--- config.mk ---
export PLATFORM = sky130hd
export DESIGN_NAME = dac_point_scheduler
export DESIGN_NICKNAME = d
export VERILOG_FILES = /design/src/rtl/dac_pkg.sv /design/src/rtl/point_fifo.sv /design/src/rtl/dac_point_scheduler.sv
export SDC_FILE = /design/constraint.sdc
export NUM_CORES = 1
export LEC_CHECK = 0
export BUFFER_PORTS_ARGS = -buffer_cell sky130_fd_sc_hd__buf_2
export CORE_AREA = 2 2 284 286
export CTS_CLUSTER_SIZE = 10
export DETAILED_ROUTE_END_ITERATION = 16
export DIE_AREA = 0 0 286 288
export HOLD_SLACK_MARGIN = 0.06
export PLACE_DENSITY = 0.36
export SLEW_MARGIN = 20
export SYNTH_ARGS = -nofsm -noshare
export SYNTH_HDL_FRONTEND = slang
export SYNTH_SLANG_ARGS = --single-unit
--- constraint.sdc ---
create_clock -name clk -period 5.1 [get_ports clk]
set_clock_uncertainty 0.05 [all_clocks]
set_input_delay 1.02 -clock clk [delete_from_list [all_inputs] [get_ports clk]]
set_output_delay 1.02 -clock clk [all_outputs]
set_load 0.005 [all_outputs]
--- src/rtl/dac_pkg.sv ---
// Shared definitions for the DAC point scheduler: FSM state encoding,
// DAC word width, axis select values and the buffered point layout.
package dac_pkg;

  localparam int DAC_VALUE_W = 12;
  localparam int POINT_W     = 2 * DAC_VALUE_W;

  // Axis select as seen by the MCP4922 driver: X on channel B, Y on channel A.
  localparam logic DAC_AXIS_X = 1'b1;
  localparam logic DAC_AXIS_Y = 1'b0;

  typedef enum logic [2:0] {
    ST_IDLE,
    ST_X_SEND,
    ST_X_WAIT,
    ST_Y_SEND,
    ST_Y_WAIT,
    ST_DWELL
  } state_t;

  typedef struct packed {
    logic [DAC_VALUE_W-1:0] x;
    logic [DAC_VALUE_W-1:0] y;
  } point_t;

endpackage

--- src/rtl/point_fifo.sv ---
// Point FIFO: DEPTH entries of one (x,y) point each, synchronous push/pop,
// combinational head read, occupancy count, asynchronous active-high reset.
//   clk, reset        clock and async reset
//   push_i, push_data_i  write request and point; ignored when full
//   pop_i             read request; ignored when empty
//   head_o            oldest entry, valid whenever empty_o is low
//   fill_o            number of stored entries (0..DEPTH)
//   full_o, empty_o   occupancy flags
module point_fifo
  import dac_pkg::*;
#(
  parameter int DEPTH = 16
) (
  input  logic                   clk,
  input  logic                   reset,
  input  logic                   push_i,
  input  point_t                 push_data_i,
  input  logic                   pop_i,
  output point_t                 head_o,
  output logic [$clog2(DEPTH):0] fill_o,
  output logic                   full_o,
  output logic                   empty_o
);

  localparam int AW = $clog2(DEPTH);
  localparam logic [AW:0] FULL_CNT = (AW+1)'(DEPTH);

  point_t          mem_q [DEPTH];
  logic [AW-1:0]   wr_ptr_q;
  logic [AW-1:0]   rd_ptr_q;
  logic [AW:0]     fill_q;
  logic            push_ok;
  logic            pop_ok;

  assign full_o  = (fill_q == FULL_CNT);
  assign empty_o = (fill_q == '0);
  assign fill_o  = fill_q;
  assign head_o  = mem_q[rd_ptr_q];

  // A push is refused whenever full, even if a pop frees a slot this cycle.
  assign push_ok = push_i && !full_o;
  assign pop_ok  = pop_i && !empty_o;

  always_ff @(posedge clk) begin
    if (push_ok) begin
      mem_q[wr_ptr_q] <= push_data_i;
    end
  end

  // Pointers are AW bits wide, so DEPTH being a power of two gives free wrap.
  always_ff @(posedge clk or posedge reset) begin
    if (reset) begin
      wr_ptr_q <= '0;
      rd_ptr_q <= '0;
      fill_q   <= '0;
    end else begin
      if (push_ok) wr_ptr_q <= wr_ptr_q + AW'(1);
      if (pop_ok)  rd_ptr_q <= rd_ptr_q + AW'(1);
      unique case ({push_ok, pop_ok})
        2'b10:   fill_q <= fill_q + (AW+1)'(1);
        2'b01:   fill_q <= fill_q - (AW+1)'(1);
        default: fill_q <= fill_q;
      endcase
    end
  end

endmodule

--- src/rtl/dac_point_scheduler.sv ---
// DAC point scheduler: buffers (x,y) points and feeds them one axis at a time
// into the MCP4922 SPI driver, then holds each point for a dwell time.
//   clk, reset                      clock and async active-high reset
//   point_x/y, point_valid/ready    upstream point stream (valid/ready)
//   dwell                           extra hold cycles, sampled on DWELL entry
//   enable                          low: finish current point, then park in IDLE
//   underrun_clr                    clears the sticky underrun flag
//   dac_value, dac_axis, dac_strobe, dac_ready   driver handshake
//   fill, busy, underrun            status
//
// state   | meaning
// IDLE    | waiting for a point, enable and an idle driver
// X_SEND  | one-cycle strobe of the X value
// X_WAIT  | driver busy with X, wait for ready
// Y_SEND  | one-cycle strobe of the Y value
// Y_WAIT  | driver busy with Y, wait for ready
// DWELL   | hold the point for the sampled dwell count
module dac_point_scheduler
  import dac_pkg::*;
#(
  parameter int DEPTH       = 16,
  parameter int DWELL_W     = 16,
  parameter bit SKIP_SAME_X = 1'b1
) (
  input  logic                   clk,
  input  logic                   reset,
  input  logic [DAC_VALUE_W-1:0] point_x,
  input  logic [DAC_VALUE_W-1:0] point_y,
  input  logic                   point_valid,
  output logic                   point_ready,
  input  logic [DWELL_W-1:0]     dwell,
  input  logic                   enable,
  input  logic                   underrun_clr,
  output logic [DAC_VALUE_W-1:0] dac_value,
  output logic                   dac_axis,
  output logic                   dac_strobe,
  input  logic                   dac_ready,
  output logic [$clog2(DEPTH):0] fill,
  output logic                   busy,
  output logic                   underrun
);

  state_t                 state_q;
  point_t                 push_pt;
  point_t                 head;
  logic                   fifo_full;
  logic                   fifo_empty;
  logic                   pop;
  logic                   skip_x;
  logic [DAC_VALUE_W-1:0] cur_x_q;
  logic [DAC_VALUE_W-1:0] cur_y_q;
  logic [DAC_VALUE_W-1:0] last_x_q;
  logic                   last_x_vld_q;
  logic [DWELL_W-1:0]     dwell_cnt_q;
  logic                   strobe_q;
  logic                   axis_q;
  logic [DAC_VALUE_W-1:0] value_q;
  logic                   popped_q;
  logic                   popped_d;
  logic                   underrun_q;
  logic                   underrun_d;

  assign push_pt     = '{x: point_x, y: point_y};
  assign point_ready = !fifo_full;

  point_fifo #(.DEPTH(DEPTH)) u_fifo (
    .clk         (clk),
    .reset       (reset),
    .push_i      (point_valid),
    .push_data_i (push_pt),
    .pop_i       (pop),
    .head_o      (head),
    .fill_o      (fill),
    .full_o      (fifo_full),
    .empty_o     (fifo_empty)
  );

  // Popping only with the driver idle keeps the IDLE->SEND strobe legal.
  assign pop    = (state_q == ST_IDLE) && enable && !fifo_empty && dac_ready;
  assign skip_x = SKIP_SAME_X && last_x_vld_q && (head.x == last_x_q);

  // popped_q remembers that the stream has started, so an empty FIFO at
  // power-up or after a clear is not reported as an underrun.
  always_comb begin
    popped_d = popped_q;
    if (underrun_clr) popped_d = 1'b0;
    if (pop)          popped_d = 1'b1;

    underrun_d = underrun_q;
    if ((state_q == ST_IDLE) && enable && fifo_empty && popped_q) underrun_d = 1'b1;
    if (underrun_clr) underrun_d = 1'b0;
  end

  always_ff @(posedge clk or posedge reset) begin
    if (reset) begin
      state_q      <= ST_IDLE;
      cur_x_q      <= '0;
      cur_y_q      <= '0;
      last_x_q     <= '0;
      last_x_vld_q <= 1'b0;
      dwell_cnt_q  <= '0;
      strobe_q     <= 1'b0;
      axis_q       <= DAC_AXIS_Y;
      value_q      <= '0;
      popped_q     <= 1'b0;
      underrun_q   <= 1'b0;
    end else begin
      popped_q   <= popped_d;
      underrun_q <= underrun_d;
      unique case (state_q)
        ST_IDLE: begin
          if (pop) begin
            cur_x_q  <= head.x;
            cur_y_q  <= head.y;
            strobe_q <= 1'b1;
            if (skip_x) begin
              state_q <= ST_Y_SEND;
              axis_q  <= DAC_AXIS_Y;
              value_q <= head.y;
            end else begin
              state_q <= ST_X_SEND;
              axis_q  <= DAC_AXIS_X;
              value_q <= head.x;
            end
          end
        end
        ST_X_SEND: begin
          strobe_q     <= 1'b0;
          last_x_q     <= cur_x_q;
          last_x_vld_q <= 1'b1;
          state_q      <= ST_X_WAIT;
        end
        // The driver drops ready the cycle after a strobe, so ready seen
        // here always means the previous transfer has finished.
        ST_X_WAIT: begin
          if (dac_ready) begin
            strobe_q <= 1'b1;
            axis_q   <= DAC_AXIS_Y;
            value_q  <= cur_y_q;
            state_q  <= ST_Y_SEND;
          end
        end
        ST_Y_SEND: begin
          strobe_q <= 1'b0;
          state_q  <= ST_Y_WAIT;
        end
        ST_Y_WAIT: begin
          if (dac_ready) begin
            if (dwell == '0) begin
              state_q <= ST_IDLE;
            end else begin
              dwell_cnt_q <= dwell;
              state_q     <= ST_DWELL;
            end
          end
        end
        ST_DWELL: begin
          dwell_cnt_q <= dwell_cnt_q - DWELL_W'(1);
          if (dwell_cnt_q == DWELL_W'(1)) state_q <= ST_IDLE;
        end
        default: begin
          strobe_q <= 1'b0;
          state_q  <= ST_IDLE;
        end
      endcase
    end
  end

  assign dac_strobe = strobe_q;
  assign dac_axis   = axis_q;
  assign dac_value  = value_q;
  assign busy       = (state_q != ST_IDLE);
  assign underrun   = underrun_q;

endmodule

==> results_dict.tcl, run 1 <==
set metrics [dict create \
    die_x_um 286 \
    coreArea_um2 79600 \
    drv_slew 0 \
    critPathBufInv 0 \
    clkSinkCount 469 \
    initial_utilization_pct 24.7 \
    areaGrowthSynthToFinish_pct 17.5 \
    cts_buffers 56 \
    crit_path_end_kind "flop" \
    syn_inst 1183 \
    post-cts-setup-buffer-count 0 \
    syn-num-nets 1240 \
    grt_max_degree 65 \
    vias_per_cell 4.62 \
    ys_warn_count 0 \
    synth_edf_count 384 \
    hold_class "reg -> reg" \
    cts-root-buf "clkbuf_16" \
    pin_count 68 \
    setup_viol 0 \
    cts_hold_buf 0 \
    synth_flop_cell "edfxtp_1" \
    sw_frac_of_total_pct 33.2 \
    core.rowCount 104 \
    ctsResizeCount 0 \
    diodes 0 \
    final_common_cell "edfxtp_1" \
    tightest_slew_ps 992 \
    layout_setup_ws_ps 994 \
    synthArstFlopShare_pct 18.1 \
    routabilityCongestion 0.778 \
    instances_no_fill 2375 \
    ys_ff_latch 469 \
    power_mw 12.8 \
    die-area_um2 82400 \
    track_usage_pct 14.1 \
    drtIter0Drc 859 \
    final_hold_viol_count 0 \
    cellPowerDensity_nw_per_um2 553 \
    fin_setup_tns_ps 0 \
    vias 11000 \
    start_kind "flop" \
    cpPeakStageDelay_ps 1030 \
    clk_pin_slew_ps 60 \
    period_share_pct 80.5 \
    clockBufferDepth 3 \
    clock_latency_ps 620 \
    first_pass_iters 7 \
    grt_antenna_before_repair 1 \
    hpwl_mm 35.3 \
    worstPathRequired_ps 5530 \
    outcome "completed" \
    avgSynthCellArea_um2 16.7 \
    regToRegStartpoint "u_fifo.rd_ptr_q[1]" \
    seq_power_share_pct 41.5 \
    crit_slowest_cell "dfrtp_4" \
    cts-htree-levels 2 \
    combPwrFrac_pct 29.8 \
    drt-total-wl_mm 57.5 \
    cpLargestDelayFamily "flip-flops" \
    placed_cell_area_um2 21500 \
    grt_overflow_total 0 \
    finalNetCount 1333 \
    die_h_um 288 \
    min_to "cur_x_q[8]" \
    rsz0062_at_grt "false" \
    dp_cells 2278 \
    hold_depth 1 \
    layout-drive-gt1-share_pct 24.7 \
    drc_errors 0 \
    wire_per_inst_um 24.2 \
    cp.arrival_ps 4540 \
    path_cells "mux4_1 -> mux2i_4 -> xnor2_1 -> or4_1 -> a2111o_1 -> or2_4 -> a211o_1" \
    r2r_end "dac_value[1]" \
    p_leak_nw 7.61 \
    worstHoldStart "cur_x_q[8]" \
    hold_ws_ps 423 \
    final_cell_area_um2 23200 \
    cts_tree "built" \
    max_freq_ghz 0.244 \
    r2r_slack_ps 990 \
    cap_violations 0 \
    grt_pass1_wl_mm 83.3 \
    cp.depth 7 \
    grt_pass1_vias 11400 \
    worst_r2r_path_depth 7 \
    p_int_mw 8.54 \
    irDropWorstVdd_uv 226 \
    ant_nets 0 \
    path_max_fanout 46 \
    yosysSeqAreaShare_pct 69.3 \
    maxSlewHeadroom_pct 33.7 \
    post-route-min-period_ps 4110 \
    worstSetupPathType "reg -> reg" \
    yosysUniqueCellTypes 63 \
    p_sw_mw 4.25 \
    pre_cts_ws_ps 945 \
    portBuffers 67 \
    final_cell_mix "edfxtp_1 (384), mux4_2 (109), nand2_1 (96)" \
    synth_area_um2 19700 \
    clkPwrFrac_pct 28.7 \
    final_util_pct 29.1 \
]
## Yosys cell counts, types with 3 or more instances
master / count / area [um2]
inv_1: 17 / 63.8
and3_1: 3 / 18.8
nand2b_1: 10 / 62.6
nor3_1: 32 / 160
or2_2: 3 / 18.8
buf_1: 11 / 41.3
nor2_1: 64 / 240
o32ai_1: 5 / 43.8
and2_1: 8 / 50.1
o2bb2ai_1: 3 / 26.3
nor2b_1: 5 / 31.3
buf_2: 18 / 90.1
a32oi_1: 7 / 61.3
mux4_2: 109 / 2450
a22o_1: 6 / 52.6
nor4b_1: 4 / 35.0
a21oi_1: 41 / 205
a31oi_1: 4 / 25.0
nand4_1: 3 / 18.8
mux2_2: 18 / 203
nand3b_1: 7 / 52.6
edfxtp_1: 384 / 11500
a22oi_1: 4 / 30.0
or4_1: 3 / 22.5
dfrtp_1: 85 / 2130
nand3_1: 3 / 15.0
a211o_1: 8 / 70.1
nand2_1: 96 / 360
o211ai_1: 14 / 105
o21ai_0: 52 / 260
mux2i_1: 21 / 210
a21o_1: 4 / 30.0
xor2_1: 8 / 70.1
clkbuf_1: 37 / 139
xnor2_1: 22 / 193
ha_1: 11 / 138
nor4_1: 6 / 37.5
a211oi_1: 7 / 52.6
o22ai_1: 5 / 31.3
or3_1: 4 / 25.0
## layout make-up
| type | instances | area, um2 |
|---|---|---|
| multi-input cells | 626 | 5790 |
| repair buffers | 105 | 658 |
| fillers | 7977 | 56500 |
| clock buffers | 87 | 1540 |
| well taps | 1060 | 1330 |
| clock inverters | 10 | 111 |
| inverters | 18 | 70.1 |
| flip-flops and latches | 469 | 13700 |
## kinds of logic after synthesis
kind of cell / Yosys count / synth area share, %
AOI/OAI and AO/OA: 178 / 5.86
and+or+nand+nor: 257 / 6.08
adders and majority gates: 11 / 0.698
xor gates and xnor gates: 30 / 1.33
DFF: 469 / 69.3
muxes: 150 / 14.8
buffers and inverters: 88 / 1.90
## state kept, by name, summed over array words and instances (netlist names), 5 cells and up
name	count
dwell_cnt_q	16
last_x_q	12
cur_y_q	12
u_fifo.fill_o	5
dac_value	12
u_fifo.mem_q	384
cur_x_q	12
## worst reg2reg max path: stages, from the launching register on
cell and delay (ps):
dfrtp_4 1030, mux4_1 710, mux2i_4 210, xnor2_1 90
or4_1 540, a2111o_1 650, or2_4 410, a211o_1 280
## how the worst max path moves through the flow
stage / startpoint / end / slack [ps]
after floorplan: point_valid / u_fifo.mem_q[3][0] / 1380
after global placement: u_fifo.rd_ptr_q[1] / dac_value[3] / 890
after detailed placement: u_fifo.rd_ptr_q[1] / dac_value[2] / 940
after CTS: u_fifo.rd_ptr_q[1] / dac_value[1] / 910
after global routing: u_fifo.rd_ptr_q[1] / dac_value[1] / 750
final: u_fifo.rd_ptr_q[1] / dac_value[1] / 990
## power by group through the flow
| stage | registers (mW) | logic [mW] | clock network [mW] |
|---|---|---|---|
| 6_report | 5.31 | 3.81 | 3.67 |
| 4_1_cts | 5.33 | 3.92 | 3.81 |
| 3_5_place_dp | 5.41 | 3.91 | 0 |
| 3_3_place_gp | 5.40 | 3.92 | 0 |
| 5_1_grt | 5.41 | 4.18 | 3.94 |
| 2_1_floorplan | 5.05 | 2.76 | 0 |
## routing by layer
metal	up-vias	GRT usage, %	share of wire [%]
li1	4863	-	-
met1	5750	19.1	45
met2	263	23.1	47
met3	86	2.39	4.4
met4	2	4.19	2.6
met5	-	0	0.023
Power figures use the tool's default switching activity.
==> run 2, diff against run 1 <==
Settings changed: ABC_AREA set to 1, CORE_AREA 2 2 284 286 to 2 2 287 289, DIE_AREA 0 0 286 288 to 0 0 289 291, PLACE_DENSITY 0.36 to 0.37.
Clock period 5.1 ns to 3.55 ns, I/O delays scaled along.
==> results_dict.tcl, run 2 <==
set metrics [dict create \
    ys_ff_latch 469 \
    fin_setup_tns_ps 0 \
    avgSynthCellArea_um2 10.8 \
    path_cells "inv_6 -> buf_12 -> nand2_1 -> nand2_1 -> nand2_1 -> nand3_1 -> nand3_1 -> nand3_1 -> nand2_1 -> nor2_1 -> nand2_1 -> nor2_2 -> nand3_1 -> nand3_1 -> a21oi_1" \
    core.rowCount 105 \
    top_regs "u_fifo.mem_q: 384 flops, dwell_cnt_q: 16 flops" \
    nFillCells 8368 \
    top_register "u_fifo.mem_q" \
    clkSinkCount 469 \
    layout-drive-gt1-share_pct 11.3 \
    synth_edf_count 384 \
    synthArstFlopShare_pct 18.1 \
    grt_max_degree 140 \
    coreArea_um2 81200 \
    crit_path_end_kind "flop" \
    crit_slowest_cell "dfrtp_4" \
    cts_buffers 56 \
    yosysMostFrequentCell "nand2_1" \
    cpPeakStageDelay_ps 530 \
    worstSetupPathType "reg -> reg" \
    cap_violations 0 \
    finalNetCount 1995 \
    vias 13700 \
    routabilityCongestion 0.765 \
    yosysSeqAreaShare_pct 68.0 \
    hpwl_mm 36.1 \
    syn_inst 1864 \
    die_h_um 291 \
    grt_antenna_before_repair 1 \
    ant_nets 0 \
    pin_count 68 \
    maxSlewHeadroom_pct 49.9 \
    setup_viol 0 \
    cts_tree "built" \
    portBuffers 67 \
    synthTopCellsByArea "edfxtp_1 (57%), dfrtp_1 (11%), nand2_1 (7.5%)" \
    grt_overflow_total 0 \
    netlist.area_leader.share_pct 57.4 \
    synth_common_cells "nand2_1 (401), edfxtp_1 (384), nor2_1 (188), inv_1 (174), nand3_1 (171)" \
    final_cell_mix "nand2_1 (401), edfxtp_1 (384), inv_1 (172), nor2_1 (172), nand3_1 (171)" \
    syn-num-nets 1921 \
    power_mw 20.3 \
    period_share_pct 89.5 \
    tightest_slew_ps 751 \
    areaGrowthSynthToFinish_pct 17.4 \
    cts-root-buf "clkbuf_16" \
    cts-htree-levels 2 \
    post-route-min-period_ps 3180 \
    p_leak_nw 9.07 \
    yosysTopAreaCell "edfxtp_1" \
    synth_area_um2 20100 \
    final_hold_viol_count 0 \
    post-cts-setup-buffer-count 0 \
    drv_slew 0 \
    diodes 0 \
    max_freq_ghz 0.315 \
    initial_utilization_pct 24.8 \
    track_usage_pct 14.7 \
    synth_flop_cell "edfxtp_1" \
    grt_pass1_wl_mm 92.0 \
    drtIter0Drc 845 \
    largest_reg_flops 384 \
    clockBufferDepth 3 \
    cpLargestDelayFamily "simple AND/OR/NAND/NOR gates" \
    path_max_fanout 74 \
    critPathBufInv 2 \
    clock_latency_ps 640 \
    hold_class "in -> async" \
    outcome "completed" \
    start_kind "flop" \
    yosysUniqueCellTypes 42 \
    die-area_um2 84100 \
    final_common_cell "nand2_1" \
    cp.arrival_ps 3620 \
    ys_warn_count 0 \
    cts_hold_buf 0 \
    cellPowerDensity_nw_per_um2 861 \
    rsz0062_at_grt "false" \
    clk_pin_slew_ps 60 \
    drc_errors 0 \
    die_x_um 289 \
    ctsResizeCount 0 \
    drt-total-wl_mm 61.5 \
    grt_pass1_vias 13700 \
    worstPathRequired_ps 3990 \
    wire_per_inst_um 20.2 \
    vias_per_cell 4.48 \
    irDropWorstVdd_uv 519 \
    first_pass_iters 4 \
]
## run 2: layout make-up
| type | count | area, um2 | share of cell area [%] |
|---|---|---|---|
| clock buffers | 92 | 1560 | 6.60 |
| multi-input cells | 1116 | 5390 | 22.8 |
| flip-flops and latches | 469 | 13700 | 57.9 |
| well taps | 1070 | 1340 | 5.67 |
| clock inverters | 10 | 136 | 0.578 |
| inverters | 181 | 688 | 2.92 |
| repair buffers | 114 | 826 | 3.50 |
## run 2: path summary, 6_finish.rpt
| kind | from | end | slack [ps] | depth (start not counted) |
|---|---|---|---|---|
| worst min register to register | cur_y_q[2] | cur_y_q[2] | 440 | 2 |
| min in group clk | dwell[8] | dwell_cnt_q[8] | 320 | 3 |
| worst max register to register | u_fifo.rd_ptr_q[0] | dac_value[7] | 370 | 15 |
| worst max-delay path | u_fifo.rd_ptr_q[0] | dac_value[7] | 370 | 15 |
| worst min-delay path | reset | last_x_q[1] | 170 | 2 |
| max in group asynchronous | reset | u_fifo.wr_ptr_q[0] | 2470 | 3 |
## run 2: worst reg2reg max path, delay by kind of cell (launching register included)
kind / cells / cell delay, ps
AOI/OAI and AO/OA: 1 / 70
buffers and inverters: 2 / 790
DFF: 1 / 530
and+or+nand+nor: 12 / 1600
## run 2: where the power goes
group	internal [mW]	switching [mW]	total, mW
clock network	3.06	2.31	5.37
registers	6.89	0.431	7.32
logic	2.19	5.44	7.63
total	12.1	8.18	20.3
## run 2: cell families (layout without fill, tap and decap cells)
family	after synthesis	after routing	share of synthesized area (%)
buffers and inverters	279	397	5.82
AO/OA/AOI/OAI	297	297	8.54
AND/OR/NAND/NOR	794	794	16.4
XOR/XNOR	14	14	0.610
adder cells (fa/ha/maj)	11	11	0.685
flip-flops	469	469	68.0
## run 2: through the flow
| step | utilization (%) | worst slack [ps] | hold WS, ps | instance area, um2 | std cells |
|---|---|---|---|---|---|
| 2_1_floorplan | - | 597 | 396 | 20100 | 1864 |
| 3_3_place_gp | 27.0 | 377 | 417 | 21900 | 2950 |
| 3_5_place_dp | 27.0 | 365 | 425 | 21900 | 2950 |
| 4_1_cts | 29.1 | 332 | 188 | 23600 | 3052 |
| 5_1_grt | 29.1 | 96.3 | 222 | 23600 | 3052 |
| 6_report | 29.1 | 374 | 174 | 23600 | 3052 |
## run 2: per-layer routing
layer	track usage, %	vias up	routed length [um]
li1	-	6552	-
met1	19.8	6773	28100
met2	24.7	267	29800
met3	2.21	78	2410
met4	3.41	0	1210
met5	0	-	0
==> run 3, diff against run 2 <==
Settings changed: CORE_AREA 2 2 287 289 to 2 2 292 294, DIE_AREA 0 0 289 291 to 0 0 294 296, SYNTH_HIERARCHICAL set to 1.
==> results_dict.tcl, run 3 <==
set metrics [dict create \
    setup_viol 0 \
    dp_cells 3300 \
    cts_tree "built" \
    combPwrFrac_pct 36.2 \
    portBuffers 67 \
    synth_flop_cell "edfxtp_1" \
    drtIter0Drc 756 \
    areaGrowthSynthToFinish_pct 16.4 \
    synth_edf_count 384 \
    grt_pass1_wl_mm 94.4 \
    wl_met2_mm 28.9 \
    p_int_mw 11.8 \
    ys_warn_count 6 \
    core.rowCount 107 \
    worstSetupPathType "reg -> reg" \
    synthArstFlopShare_pct 18.1 \
    max_freq_ghz 0.323 \
    cts-root-buf "clkbuf_16" \
    coreArea_um2 84200 \
    syn_inst 2181 \
    final_common_cell "nand2_1" \
    die_h_um 296 \
    wire_per_inst_um 18.6 \
    ant_nets 0 \
    largest_reg_flops 384 \
    setup.worst_path.start "u_fifo/rd_ptr_q[1]" \
    top_regs "u_fifo/mem_q: 384 flops, dwell_cnt_q: 16 flops" \
    crit_path_end_kind "flop" \
    clock_latency_ps 630 \
    ctsResizeCount 0 \
    post-route-min-period_ps 3100 \
    final_cell_mix "nand2_1 (837), edfxtp_1 (384), inv_1 (227)" \
    maxSlewHeadroom_pct 41.9 \
    synth_common_cells "nand2_1 (838), edfxtp_1 (384), nor2_1 (230), inv_1 (229), nand3_1 (203)" \
    r2r_slack_ps 450 \
    grt_pass1_vias 14100 \
    post-cts-setup-buffer-count 0 \
    instances_no_fill 3389 \
    finalNetCount 2326 \
    pre_cts_ws_ps 316 \
    clkPwrFrac_pct 26.8 \
    cts_hold_buf 0 \
    first_pass_iters 5 \
    track_usage_pct 14.6 \
    p_leak_nw 10.4 \
    clk_pin_slew_ps 60 \
    period_share_pct 87.2 \
    worstPathRequired_ps 4000 \
    yosysTopAreaCell "edfxtp_1" \
    r2r_end "dac_value[1]" \
    irDropWorstVdd_uv 365 \
    hpwl_mm 36.7 \
    start_kind "flop" \
    tightest_slew_ps 870 \
    p_sw_mw 7.80 \
    grt_antenna_before_repair 4 \
    outcome "completed" \
    ys_ff_latch 469 \
    drv_slew 0 \
    hold_class "in -> async" \
    clkSinkCount 469 \
    initial_utilization_pct 24.8 \
    endpoint "dac_value[1]" \
    rsz0062_at_grt "false" \
    yosysMostFrequentCell "nand2_1" \
    vias_per_cell 4.24 \
    regToRegStartpoint "u_fifo/rd_ptr_q[1]" \
    die-area_um2 87000 \
    final_hold_viol_count 0 \
    cts-htree-levels 2 \
    grt_overflow_total 0 \
    synth_area_um2 20900 \
    drt-total-wl_mm 63.1 \
    die_x_um 294 \
    routabilityCongestion 0.772 \
    syn-num-nets 2239 \
    drc_errors 0 \
    netlist.area_leader.share_pct 55.3 \
    synthTopCellsByArea "edfxtp_1 (55%), nand2_1 (15%), dfrtp_1 (10%)" \
    vias 14400 \
    grt_max_degree 50 \
    cap_violations 0 \
    wl_met1_mm 30.8 \
    worst_r2r_path_depth 15 \
    yosysUniqueCellTypes 35 \
    cts_buffers 56 \
    cellPowerDensity_nw_per_um2 808 \
    dr_wl_met3_mm 2.11 \
    cp.arrival_ps 3540 \
    layout_setup_ws_ps 453 \
    pin_count 68 \
    top_layer "met5" \
    yosysSeqAreaShare_pct 65.5 \
    clockBufferDepth 3 \
    path_max_fanout 29 \
    seq_power_share_pct 37.0 \
    layout-drive-gt1-share_pct 9.96 \
    diodes 0 \
    sw_frac_of_total_pct 39.8 \
    avgSynthCellArea_um2 9.56 \
    top_register "u_fifo/mem_q" \
    fin_setup_tns_ps 0 \
]
-- run 3: worst max-delay path: stages, from the launching register on --
cell	delay, ps
dfrtp_2	460
clkinv_2	550
nand3_1	290
nand3_1	110
nand2_1	90
nand2_1	190
inv_1	130
nand2_1	60
nand2_1	90
nand3_1	80
nor2_1	170
nand2_2	230
nand2_1	190
nand3_1	130
nand2_1	100
nand2_1	50
-- run 3: stage by stage --
stage	hold slack (ps)	power, mW	instance area [um2]	util [%]
2_1_floorplan	385	11.7	20900	-
3_3_place_gp	411	14.6	22700	26.9
3_5_place_dp	406	14.6	22700	26.9
4_1_cts	140	20.0	24300	28.8
5_1_grt	184	21.0	24300	28.8
6_report	153	19.6	24300	28.8
-- run 3: worst min-delay path by stage --
stage	to	slack, ps	start
after global routing	cur_x_q[7]	180	reset
final	cur_x_q[7]	150	reset
after CTS	state_q[0]	140	reset
after floorplan	last_x_vld_q	380	last_x_vld_q
after global placement	last_x_vld_q	410	last_x_vld_q
after detailed placement	last_x_vld_q	410	last_x_vld_q
-- run 3: area by class of cell --
| cell class | instances | area [um2] |
|---|---|---|
| tap | 1090 | 1360 |
| sequential | 469 | 13700 |
| multi-input combinational | 1386 | 5940 |
| clock buffer | 77 | 1500 |
| timing repair buffer | 121 | 828 |
| fill | 8770 | 59900 |
| clock inverter | 12 | 110 |
| inverter | 234 | 882 |
-- run 3: cell families after synthesis --
kind of cell / Yosys count / synth area share [%]
compound gates: 68 / 1.70
mux: 1 / 0.0540
fa+ha+maj: 12 / 0.756
buf+inv: 326 / 6.66
flops: 469 / 65.5
simple gates: 1296 / 25.0
xor+xnor: 9 / 0.378
-- run 3: power groups by stage --
stage / logic (mW) / registers (mW) / clock network (mW)
final: 7.10 / 7.26 / 5.25
after global routing: 8.05 / 7.36 / 5.62
after CTS: 7.28 / 7.26 / 5.44
after detailed placement: 7.26 / 7.36 / 0
after global placement: 7.26 / 7.35 / 0
after floorplan: 4.44 / 7.26 / 0
-- run 3: per-layer routing --
metal / track usage [%] / vias up
li1: - / 7149
met4: 3.66 / 2
met5: 0 / -
met1: 20.5 / 6891
met2: 23.7 / 248
met3: 1.95 / 90
